===== src/rtl/obr.sv =====
// Original Bits Receiver: parses the 24-bit SIGNAL field of a decoded PHY frame
// and packs the following DATA bits into LENGTH payload bytes, LSB first.
// Optional feature macro: OBR_SERVICE_STRIP_EN (drops the 16-bit SERVICE field
// ahead of the payload).
// The payload byte port is named do_byte because "do" is a reserved word.
module obr (
    input  logic        clk,
    input  logic        rst_n,
    input  logic        new_frame,
    input  logic        di,
    input  logic        di_vld,
    output logic [3:0]  sig_type,
    output logic [15:0] sig_len,
    output logic        sig_vld,
    output logic        sig_err,
    output logic [2:0]  err_code,
    output logic [7:0]  do_byte,
    output logic        do_vld,
    output logic        do_last,
    output logic        busy
);

    localparam int unsigned SIG_W   = 24;
    localparam int unsigned BIT_CW  = 5;
    localparam int unsigned BYTE_W  = 8;
    localparam int unsigned BYTE_CW = 12;
    localparam int unsigned LEN_W   = 16;
    localparam int unsigned TYPE_W  = 4;
    localparam int unsigned ERR_W   = 3;
`ifdef OBR_SERVICE_STRIP_EN
    localparam int unsigned SVC_W   = 16;
`endif

    typedef enum logic [2:0] {
        IDLE,
        SIG,
`ifdef OBR_SERVICE_STRIP_EN
        SVC,
`endif
        PLD,
        DONE
    } state_t;

    state_t                 state, state_nx;
    logic [SIG_W-2:0]       sig_sr, sig_sr_nx;
    logic [BYTE_W-2:0]      byte_sr, byte_sr_nx;
    logic [BIT_CW-1:0]      bit_cnt, bit_cnt_nx;
    logic [BYTE_CW-1:0]     byte_cnt, byte_cnt_nx;
    logic [BYTE_CW-1:0]     byte_cnt_inc;
    logic [TYPE_W-1:0]      sig_type_nx;
    logic [LEN_W-1:0]       sig_len_nx;
    logic [ERR_W-1:0]       err_code_nx;
    logic [ERR_W-1:0]       sig_chk;
    logic [BYTE_W-1:0]      do_byte_nx;
    logic [SIG_W-1:0]       sig_word;
    logic [BYTE_W-1:0]      byte_word;
    logic                   sig_vld_nx, sig_err_nx, do_vld_nx, do_last_nx, busy_nx;

    // Complete SIGNAL word / payload byte including the bit arriving this cycle
    assign sig_word     = {di, sig_sr};
    assign byte_word    = {di, byte_sr};
    assign byte_cnt_inc = byte_cnt + BYTE_CW'(1);

    // SIGNAL checks: even parity, reserved/tail zero, legal RATE and LENGTH
    assign sig_chk[0] = ^sig_word[17:0];
    assign sig_chk[1] = sig_word[4] | (|sig_word[23:18]);
    assign sig_chk[2] = ~sig_word[3] | (sig_word[16:5] == 12'd0);

    // Next-state and next-output logic
    always_comb begin
        state_nx    = state;
        sig_sr_nx   = sig_sr;
        byte_sr_nx  = byte_sr;
        bit_cnt_nx  = bit_cnt;
        byte_cnt_nx = byte_cnt;
        sig_type_nx = sig_type;
        sig_len_nx  = sig_len;
        err_code_nx = err_code;
        do_byte_nx  = do_byte;
        busy_nx     = busy;
        sig_vld_nx  = 1'b0;
        sig_err_nx  = 1'b0;
        do_vld_nx   = 1'b0;
        do_last_nx  = 1'b0;

        if (new_frame) begin
            // Restart wins over everything, including a same-cycle di_vld
            state_nx    = SIG;
            bit_cnt_nx  = '0;
            byte_cnt_nx = '0;
            sig_type_nx = '0;
            sig_len_nx  = '0;
            err_code_nx = '0;
            busy_nx     = 1'b1;
        end else begin
            case (state)
                SIG: begin
                    if (di_vld) begin
                        if (bit_cnt == BIT_CW'(SIG_W - 1)) begin
                            bit_cnt_nx = '0;
                            if (sig_chk != '0) begin
                                err_code_nx = sig_chk;
                                sig_err_nx  = 1'b1;
                                busy_nx     = 1'b0;
                                state_nx    = IDLE;
                            end else begin
                                sig_type_nx = sig_word[3:0];
                                sig_len_nx  = LEN_W'(sig_word[16:5]);
                                sig_vld_nx  = 1'b1;
`ifdef OBR_SERVICE_STRIP_EN
                                state_nx    = SVC;
`else
                                state_nx    = PLD;
`endif
                            end
                        end else begin
                            sig_sr_nx[bit_cnt] = di;
                            bit_cnt_nx         = bit_cnt + BIT_CW'(1);
                        end
                    end
                end
`ifdef OBR_SERVICE_STRIP_EN
                SVC: begin
                    if (di_vld) begin
                        if (bit_cnt == BIT_CW'(SVC_W - 1)) begin
                            bit_cnt_nx = '0;
                            state_nx   = PLD;
                        end else begin
                            bit_cnt_nx = bit_cnt + BIT_CW'(1);
                        end
                    end
                end
`endif
                PLD: begin
                    if (di_vld) begin
                        if (bit_cnt[2:0] == 3'd7) begin
                            bit_cnt_nx  = '0;
                            do_byte_nx  = byte_word;
                            do_vld_nx   = 1'b1;
                            byte_cnt_nx = byte_cnt_inc;
                            if (byte_cnt_inc == sig_len[BYTE_CW-1:0]) begin
                                do_last_nx = 1'b1;
                                busy_nx    = 1'b0;
                                state_nx   = DONE;
                            end
                        end else begin
                            byte_sr_nx[bit_cnt[2:0]] = di;
                            bit_cnt_nx               = bit_cnt + BIT_CW'(1);
                        end
                    end
                end
                default: begin
                    // IDLE and DONE ignore di_vld
                end
            endcase
        end
    end

    // State and output registers, synchronous active-low reset
    always_ff @(posedge clk) begin
        if (!rst_n) begin
            state    <= IDLE;
            sig_sr   <= '0;
            byte_sr  <= '0;
            bit_cnt  <= '0;
            byte_cnt <= '0;
            sig_type <= '0;
            sig_len  <= '0;
            sig_vld  <= 1'b0;
            sig_err  <= 1'b0;
            err_code <= '0;
            do_byte  <= '0;
            do_vld   <= 1'b0;
            do_last  <= 1'b0;
            busy     <= 1'b0;
        end else begin
            state    <= state_nx;
            sig_sr   <= sig_sr_nx;
            byte_sr  <= byte_sr_nx;
            bit_cnt  <= bit_cnt_nx;
            byte_cnt <= byte_cnt_nx;
            sig_type <= sig_type_nx;
            sig_len  <= sig_len_nx;
            sig_vld  <= sig_vld_nx;
            sig_err  <= sig_err_nx;
            err_code <= err_code_nx;
            do_byte  <= do_byte_nx;
            do_vld   <= do_vld_nx;
            do_last  <= do_last_nx;
            busy     <= busy_nx;
        end
    end

endmodule


===== config.mk =====
export PLATFORM = sky130hd
export DESIGN_NAME = obr
export DESIGN_NICKNAME = d
export VERILOG_FILES = /design/src/rtl/obr.sv
export SDC_FILE = /design/constraint.sdc
export NUM_CORES = 1
export LEC_CHECK = 0
export BUFFER_PORTS_ARGS = -buffer_cell sky130_fd_sc_hd__buf_2
export CORE_UTILIZATION = 59
export CTS_CLUSTER_SIZE = 16
export DETAILED_ROUTE_END_ITERATION = 10
export PLACE_DENSITY = 0.8
export SYNTH_ARGS = -nofsm -noshare
export SYNTH_HDL_FRONTEND = slang
export SYNTH_SLANG_ARGS = --single-unit

===== constraint.sdc =====
create_clock -name clk -period 2.67 [get_ports clk]
set_input_delay 0.6675 -clock clk [delete_from_list [all_inputs] [get_ports clk]]
set_output_delay 0.6675 -clock clk [all_outputs]
set_load 0.05 [all_outputs]

== After elaboration in Yosys (flattened, before gate mapping) ==
Cells that the tools add are included.

* Add/sub/neg operators: 2
* Magnitude comparators: 4
* Equal/unequal tests: 16
* Mux-type cells: 31
* Bitwise operators: 11
* Reduce and logical (&&, ||, !) cells: 22

{| class="wikitable"
|+ Operator list
! cell !! count
|-
| $bwmux 23 || 1
|-
| $mux 5 || 4
|-
| $reduce_and 4->1 || 5
|-
| $ne 3x3->1 const B || 6
|-
| $reduce_xor 18->1 || 1
|-
| $mux 3 || 5
|-
| $mux 1 || 14
|-
| $add 12x1->12 const B || 1
|-
| $eq 12x12->1 || 1
|-
| $logic_not 12->1 || 1
|-
| $reduce_and 6->1 || 2
|-
| $ne 2x2->1 const B || 5
|-
| $pmux 5 s2 || 1
|-
| $reduce_or 5->1 || 2
|-
| $not 1->1 || 9
|-
| $bwmux 7 || 1
|-
| $reduce_and 7->1 || 1
|-
| $lt 5x6->1 const B || 1
|-
| $pmux 3 s2 || 1
|-
| $reduce_and 3->1 || 2
|-
| $reduce_bool 3->1 || 2
|-
| $reduce_or 6->1 || 1
|-
| $add 5x1->5 const B || 1
|-
| $demux 1 s5 || 1
|-
| other kinds (15) || 17
|}

* Flip-flop bits (word level): 82
* Bits of input ports: 5
* Output and inout bits: 36
* Logic and storage cells: 101

== Logic depth before layout (Yosys ltp) ==
* Depth in word-level cells: 8
* Depth in mapped cells: 9
* Gate-level depth less buffers: 8

== Least setup slack after synthesis ==
No wires, ideal clock.

* Path kind: register to register
* Start point: register sig_sr[15]
* End point: register sig_len[6]
* Setup time: 68 ps
* Data arrival time: 1,926 ps
* Required time: 2,602 ps
* Setup slack: 676 ps
* Stages on the path, launching flop included: 9
* Path buffers: 1
* Clock period less this slack: 1,994 ps
* Path through: dfxtp_1 xor2_1 xnor2_1 xnor3_2 xnor2_2 nor4_4 buf_6 nand3_1 o21ai_2

* Longest elaborated chain between the ends: 5
* Elaborated cells between the ends (all ways): 6
* Classes of those cells: bitwise (2); reduce/logical (4)

{| class="wikitable"
|+ Ends and longest elaborated chain
! item !! line !! RTL
|-
| start, declared || 45 || <nowiki>logic [SIG_W-2:0] sig_sr, sig_sr_nx;</nowiki>
|-
| start signal, assigned || 178 || <nowiki>sig_sr <= sig_sr_nx;</nowiki>
|-
| $logic_not 12->1 || 67 || <nowiki>assign sig_chk[2] = ~sig_word[3] | (sig_word[16:5] == 12'd0);</nowiki>
|-
| $or 1x1->1 || 67 ||
|-
| $reduce_bool 3->1 * || 101 || <nowiki>if (sig_chk != '0) begin</nowiki>
|-
| $not 1->1 (no line) * || - ||
|-
| $reduce_and 4->1 (no line) * || - ||
|-
| end signal, assigned || 183 || <nowiki>sig_len <= sig_len_nx;</nowiki>
|-
| end, declared || 13 || <nowiki>output logic [15:0] sig_len,</nowiki>
|}

Every way passes the cells marked *; elsewhere a longest branch is shown, timed or not.
A chain may end at the register's enable or synchronous reset.

== Final worst setup path ==
* Start point: register sig_sr[1]
* End point: register err_code[2]

* Longest elaborated chain between the ends: 3

{| class="wikitable"
|+ Ends and longest elaborated chain
! item !! line !! RTL
|-
| $reduce_xor 18->1 || 65 || <nowiki>assign sig_chk[0] = ^sig_word[17:0];</nowiki>
|-
| $reduce_bool 3->1 || 101 ||
|-
| $reduce_and 4->1 (no line) || - ||
|-
| end signal, assigned || 186 || <nowiki>err_code <= err_code_nx;</nowiki>
|-
| end, declared || 16 || <nowiki>output logic [2:0] err_code,</nowiki>
|}

No other way between the ends.

==> out/results.env <==
FINAL.HOLD.WORST_SLACK_NS=0.461
YOSYSUNIQUECELLTYPES=50
PEAKVDDDROP_V=0.000534
DETAIL-ROUTE-ANTENNA-NETS=0
MIN_PERIOD_NS=2.27
GRT_MAX_DEGREE=34
TIMING.MAX_SLEW.REL_SLACK_PCT=56.5
FINCLKSKEW_NS=0.00778
COUNT_OF_ENDPOINTS_FAILING_HOLD_IN_THE_FINAL_TIMING_REPORT=0
DP_HPWL_UM=5730
TIMING_MAX_TRANSITION_VIOLATIONS_FINAL=0
FINAL_MIN_PERIOD_OVER_CLOCK_PERIOD_PCT=85.0
DIE_AREA_UM2=6980
SUMMED_AREA_OF_NON_FILLER_CELLS_IN_THE_FINAL_LAYOUT_UM2=4320
CTS_BUFFERS=9
SYN_INST=467
YS_FF_LATCH=81
YOSYSSEQAREASHARE_PCT=41.3
ASR_FLOP_RATIO_SYNTH_PCT=0
TIMING_WORST_SETUP_PATH_TYPE='reg2reg'
SYNTH.MOST_COMMON_CELL='sky130_fd_sc_hd__dfxtp_1'
SYNTH_TOP_CELLS_BY_AREA='sky130_fd_sc_hd__dfxtp_1 (41%), sky130_fd_sc_hd__mux2i_1 (7.7%), sky130_fd_sc_hd__xnor2_1 (6.3%), sky130_fd_sc_hd__nand2_1 (6.2%), sky130_fd_sc_hd__nor2_1 (5.5%)'
PIN_COUNT=41
ROUTED_VIA_DENSITY=5.59
ROUTED-VIA-COUNT=3218
SYNTH_WARNINGS=0
DRTITER0DRC=154
SYNTHTOLAYOUTAREAGROWTH_PCT=9.98
CTS_TREE='done'
CTS_MAX_LEVEL=3
REGTOREGSETUPSLACK_NS=0.40
CLOCKBUFFERDEPTH=2
ROUTABILITYCONGESTION=0.884
PATH_MAX_FANOUT=5
MAXCAPVIOLCOUNT=0
CTS_ROOT_BUF='sky130_fd_sc_hd__clkbuf_8'
DRTPASS1ITERATIONS=4
CRIT_REQUIRED_NS=2.95
TIMING.FINAL.SETUP_VIOLATIONS=0
DIE_WIDTH_UM=83.6
LAYOUT.NETS=505
CTS_RESIZED=0
CELLLEAKAGEPOWER_uW=0.00179
VIA_COUNT_OF_THE_FIRST_GLOBAL_ROUTING_PASS=3016
POWER.TOTAL_uW=2220
WL_UM=7980
CLOCK_SINKS=81
POWER_DENSITY_nW_PER_UM2=514
DETAILEDPLACE.WORSTSLACK_NS=0.376
SYNTH_COMMON_CELLS='sky130_fd_sc_hd__dfxtp_1 (81), sky130_fd_sc_hd__nand2_1 (65), sky130_fd_sc_hd__nor2_1 (58)'
SETUP_TNS_NS=0
CELL_INTERNAL_PWR_uW=1670
POWER.SHARE.SEQUENTIAL_PCT=54.7
N_ANTENNA_CELL=0
MIN_PATH_TYPE='reg2reg'
GR-USAGE-ALL-LAYERS_PCT=24.5
CP.ARRIVAL_NS=2.55
OUTCOME='finished, final reports clean'
CRITPATHCAPTURETYPE='register'
EFFECTIVE_UTILIZATION_AT_FLOORPLAN_PCT=61.4
MAPPEDNETLISTAREA_UM2=3920
CLK_PIN_SLEW_NS=0.09
WL_PER_CELL_UM=13.9
PLACEMENT.CELL_AREA_UM2=4110
DESIGN.CORE.AREA_UM2=6390
FLOORPLAN.DIE.HEIGHT_UM=83.6
SYNTH_TOP_CELL_AREA_SHARE_PCT=41.3
CRIT_PATH_START_KIND='register'
GRT_FIRST_PASS_WIRELENGTH_UM=13900
FLOORPLAN.ROWS=29
FMAXACHIEVABLE_MHz=441
LAYOUT-DRIVE-GT1-SHARE_PCT=13.2
COUNT_OF_FLIP_FLOPS_WITH_A_BUILT_IN_ENABLE_AFTER_SYNTHESIS=0
BUFFER_PORTS.INSERTED=36
GRT_SETUP_UNREPAIRED='no'
GLOBAL_ROUTE.OVERFLOW_TOTAL=0
POST-CTS-SETUP-BUFFER-COUNT=0
P_SW_uW=545
TIMING.FINAL.WS_SETUP_NS=0.401
TIGHTEST_SLEW_NS=0.650
POST_SYNTH.CELL_AREA_AVG_UM2=8.40
P_COMB_SHARE_PCT=3.6
RESIDUAL_DRC_COUNT=0
POST_CTS_HOLD_BUFFER_COUNT=0
NETSWITCHINGFRACTION_PCT=24.6
POST-SYNTH-TOP-AREA-CELL='sky130_fd_sc_hd__dfxtp_1'
NUMBER_OF_ANTENNA_VIOLATIONS_AT_THE_FIRST_CHECK_IN_GLOBAL_ROUTING=0
CLKLATENCYLATEPIN_NS=0.36
MAIN_FLOP_TYPE_AFTER_SYNTHESIS='sky130_fd_sc_hd__dfxtp_1'
CLOCK_POWER_SHARE_PCT=41.8
cells by family (layout without fill, tap and decap cells):
family / after synthesis / in the layout / share of synthesized area (%)
xor gates and xnor gates: 44 / 44 / 10.4
other: 1 / 4 / 0.0956
DFF: 81 / 81 / 41.3
buffers and inverters: 35 / 64 / 4.40
and+or+nand+nor: 206 / 206 / 24.7
AOI/OAI and AO/OA: 64 / 64 / 9.47
adders and majority gates: 6 / 6 / 1.91
muxes: 30 / 30 / 7.65
power by group through the flow:
stage               Clock, uW  Sequential, uW  Combinational, uW
floorplan                   0            1240               60.5
global placement            0            1240               78.0
detailed placement          0            1240               78.6
CTS                       944            1210               78.9
global route             1000            1210               87.2
finish                    926            1210               79.0
layout make-up:
| cell class | count | area (um^2) |
|---|---|---|
| fillers | 531 | 2070 |
| multi-input cells | 354 | 2140 |
| well taps | 77 | 96.3 |
| repair buffers | 42 | 225 |
| clock inverters | 7 | 82.6 |
| flip-flops and latches | 81 | 1620 |
| clock buffers | 9 | 124 |
| inverters | 6 | 22.5 |
final timing paths:
kind                           startpoint  cells after the start                       end
setup / recovery   sig_sr[1]$_SDFFE_PN0P_                      7  err_code[2]$_SDFFE_PP0P_
hold / removal    byte_sr[3]$_SDFFE_PN0P_                      2   do_byte[3]$_SDFFE_PN0P_
setup reg to reg   sig_sr[1]$_SDFFE_PN0P_                      7  err_code[2]$_SDFFE_PP0P_
hold reg to reg   byte_sr[3]$_SDFFE_PN0P_                      2   do_byte[3]$_SDFFE_PN0P_
cell usage in the layout (no fill, tap or decap), types with 2 or more instances in the layout:
| master | Yosys | final |
|---|---|---|
| sky130_fd_sc_hd__nand2b_1 | 6 | 6 |
| sky130_fd_sc_hd__a31oi_1 | 2 | 2 |
| sky130_fd_sc_hd__conb_1 | 1 | 4 |
| sky130_fd_sc_hd__nand3b_1 | 3 | 3 |
| sky130_fd_sc_hd__xnor2_1 | 28 | 28 |
| sky130_fd_sc_hd__nor3b_1 | 4 | 4 |
| sky130_fd_sc_hd__buf_2 | 3 | 36 |
| sky130_fd_sc_hd__nor2_1 | 58 | 57 |
| sky130_fd_sc_hd__xor2_1 | 14 | 14 |
| sky130_fd_sc_hd__and2_0 | 3 | 3 |
| sky130_fd_sc_hd__or3_1 | 3 | 3 |
| sky130_fd_sc_hd__o21ai_2 | 2 | 2 |
| sky130_fd_sc_hd__and3_1 | 2 | 2 |
| sky130_fd_sc_hd__clkinv_4 | 0 | 2 |
| sky130_fd_sc_hd__inv_1 | 6 | 6 |
| sky130_fd_sc_hd__nand4_1 | 5 | 5 |
| sky130_fd_sc_hd__nand3_1 | 27 | 27 |
| sky130_fd_sc_hd__ha_1 | 6 | 6 |
| sky130_fd_sc_hd__nor4_1 | 7 | 7 |
| sky130_fd_sc_hd__and3b_1 | 2 | 2 |
| sky130_fd_sc_hd__and2_1 | 2 | 2 |
| sky130_fd_sc_hd__dfxtp_1 | 81 | 81 |
| sky130_fd_sc_hd__o21ai_0 | 31 | 31 |
| sky130_fd_sc_hd__nor2b_1 | 3 | 3 |
| sky130_fd_sc_hd__buf_4 | 4 | 6 |
| sky130_fd_sc_hd__a21oi_1 | 16 | 16 |
| sky130_fd_sc_hd__mux2i_1 | 30 | 30 |
| sky130_fd_sc_hd__inv_6 | 0 | 4 |
| sky130_fd_sc_hd__nand2_1 | 65 | 65 |
| sky130_fd_sc_hd__nor3_1 | 10 | 10 |
| sky130_fd_sc_hd__a211oi_1 | 2 | 2 |
| sky130_fd_sc_hd__clkbuf_8 | 0 | 9 |
state kept, by name, indices dropped and copies added, names as in the netlist:
name and count:
bit_cnt 5, busy 1, byte_cnt 12, byte_sr 7, do_byte 8, do_last 1
do_vld 1, err_code 3, sig_err 1, sig_len 12, sig_sr 23, sig_type 4
sig_vld 1, state 2
worst max-delay path, cell delays in order, from the launching register on:
cell,delay [ns]
sky130_fd_sc_hd__dfxtp_1,0.44
sky130_fd_sc_hd__xor2_1,0.20
sky130_fd_sc_hd__xnor2_1,0.14
sky130_fd_sc_hd__xnor3_2,0.46
sky130_fd_sc_hd__xnor2_2,0.18
sky130_fd_sc_hd__nor3_1,0.45
sky130_fd_sc_hd__o21ai_0,0.18
sky130_fd_sc_hd__a21oi_1,0.15
metal layers:
layer  global-route usage, %  vias up  wire, um
met1                    31.7     1493      3730
li1                        -     1632         -
met2                    39.8       83      3760
met4                    8.17        0        93
met3                    6.53       10       397
met5                       0        -         0
per-stage QoR:
step / cells / utilization (%)
finish: 576 / 67.6
detailed placement: 560 / 64.3
global placement: 560 / 64.3
floorplan: 470 / -
CTS: 576 / 67.6
global route: 576 / 67.6
Note: power is estimated with default switching activity, not from simulation.
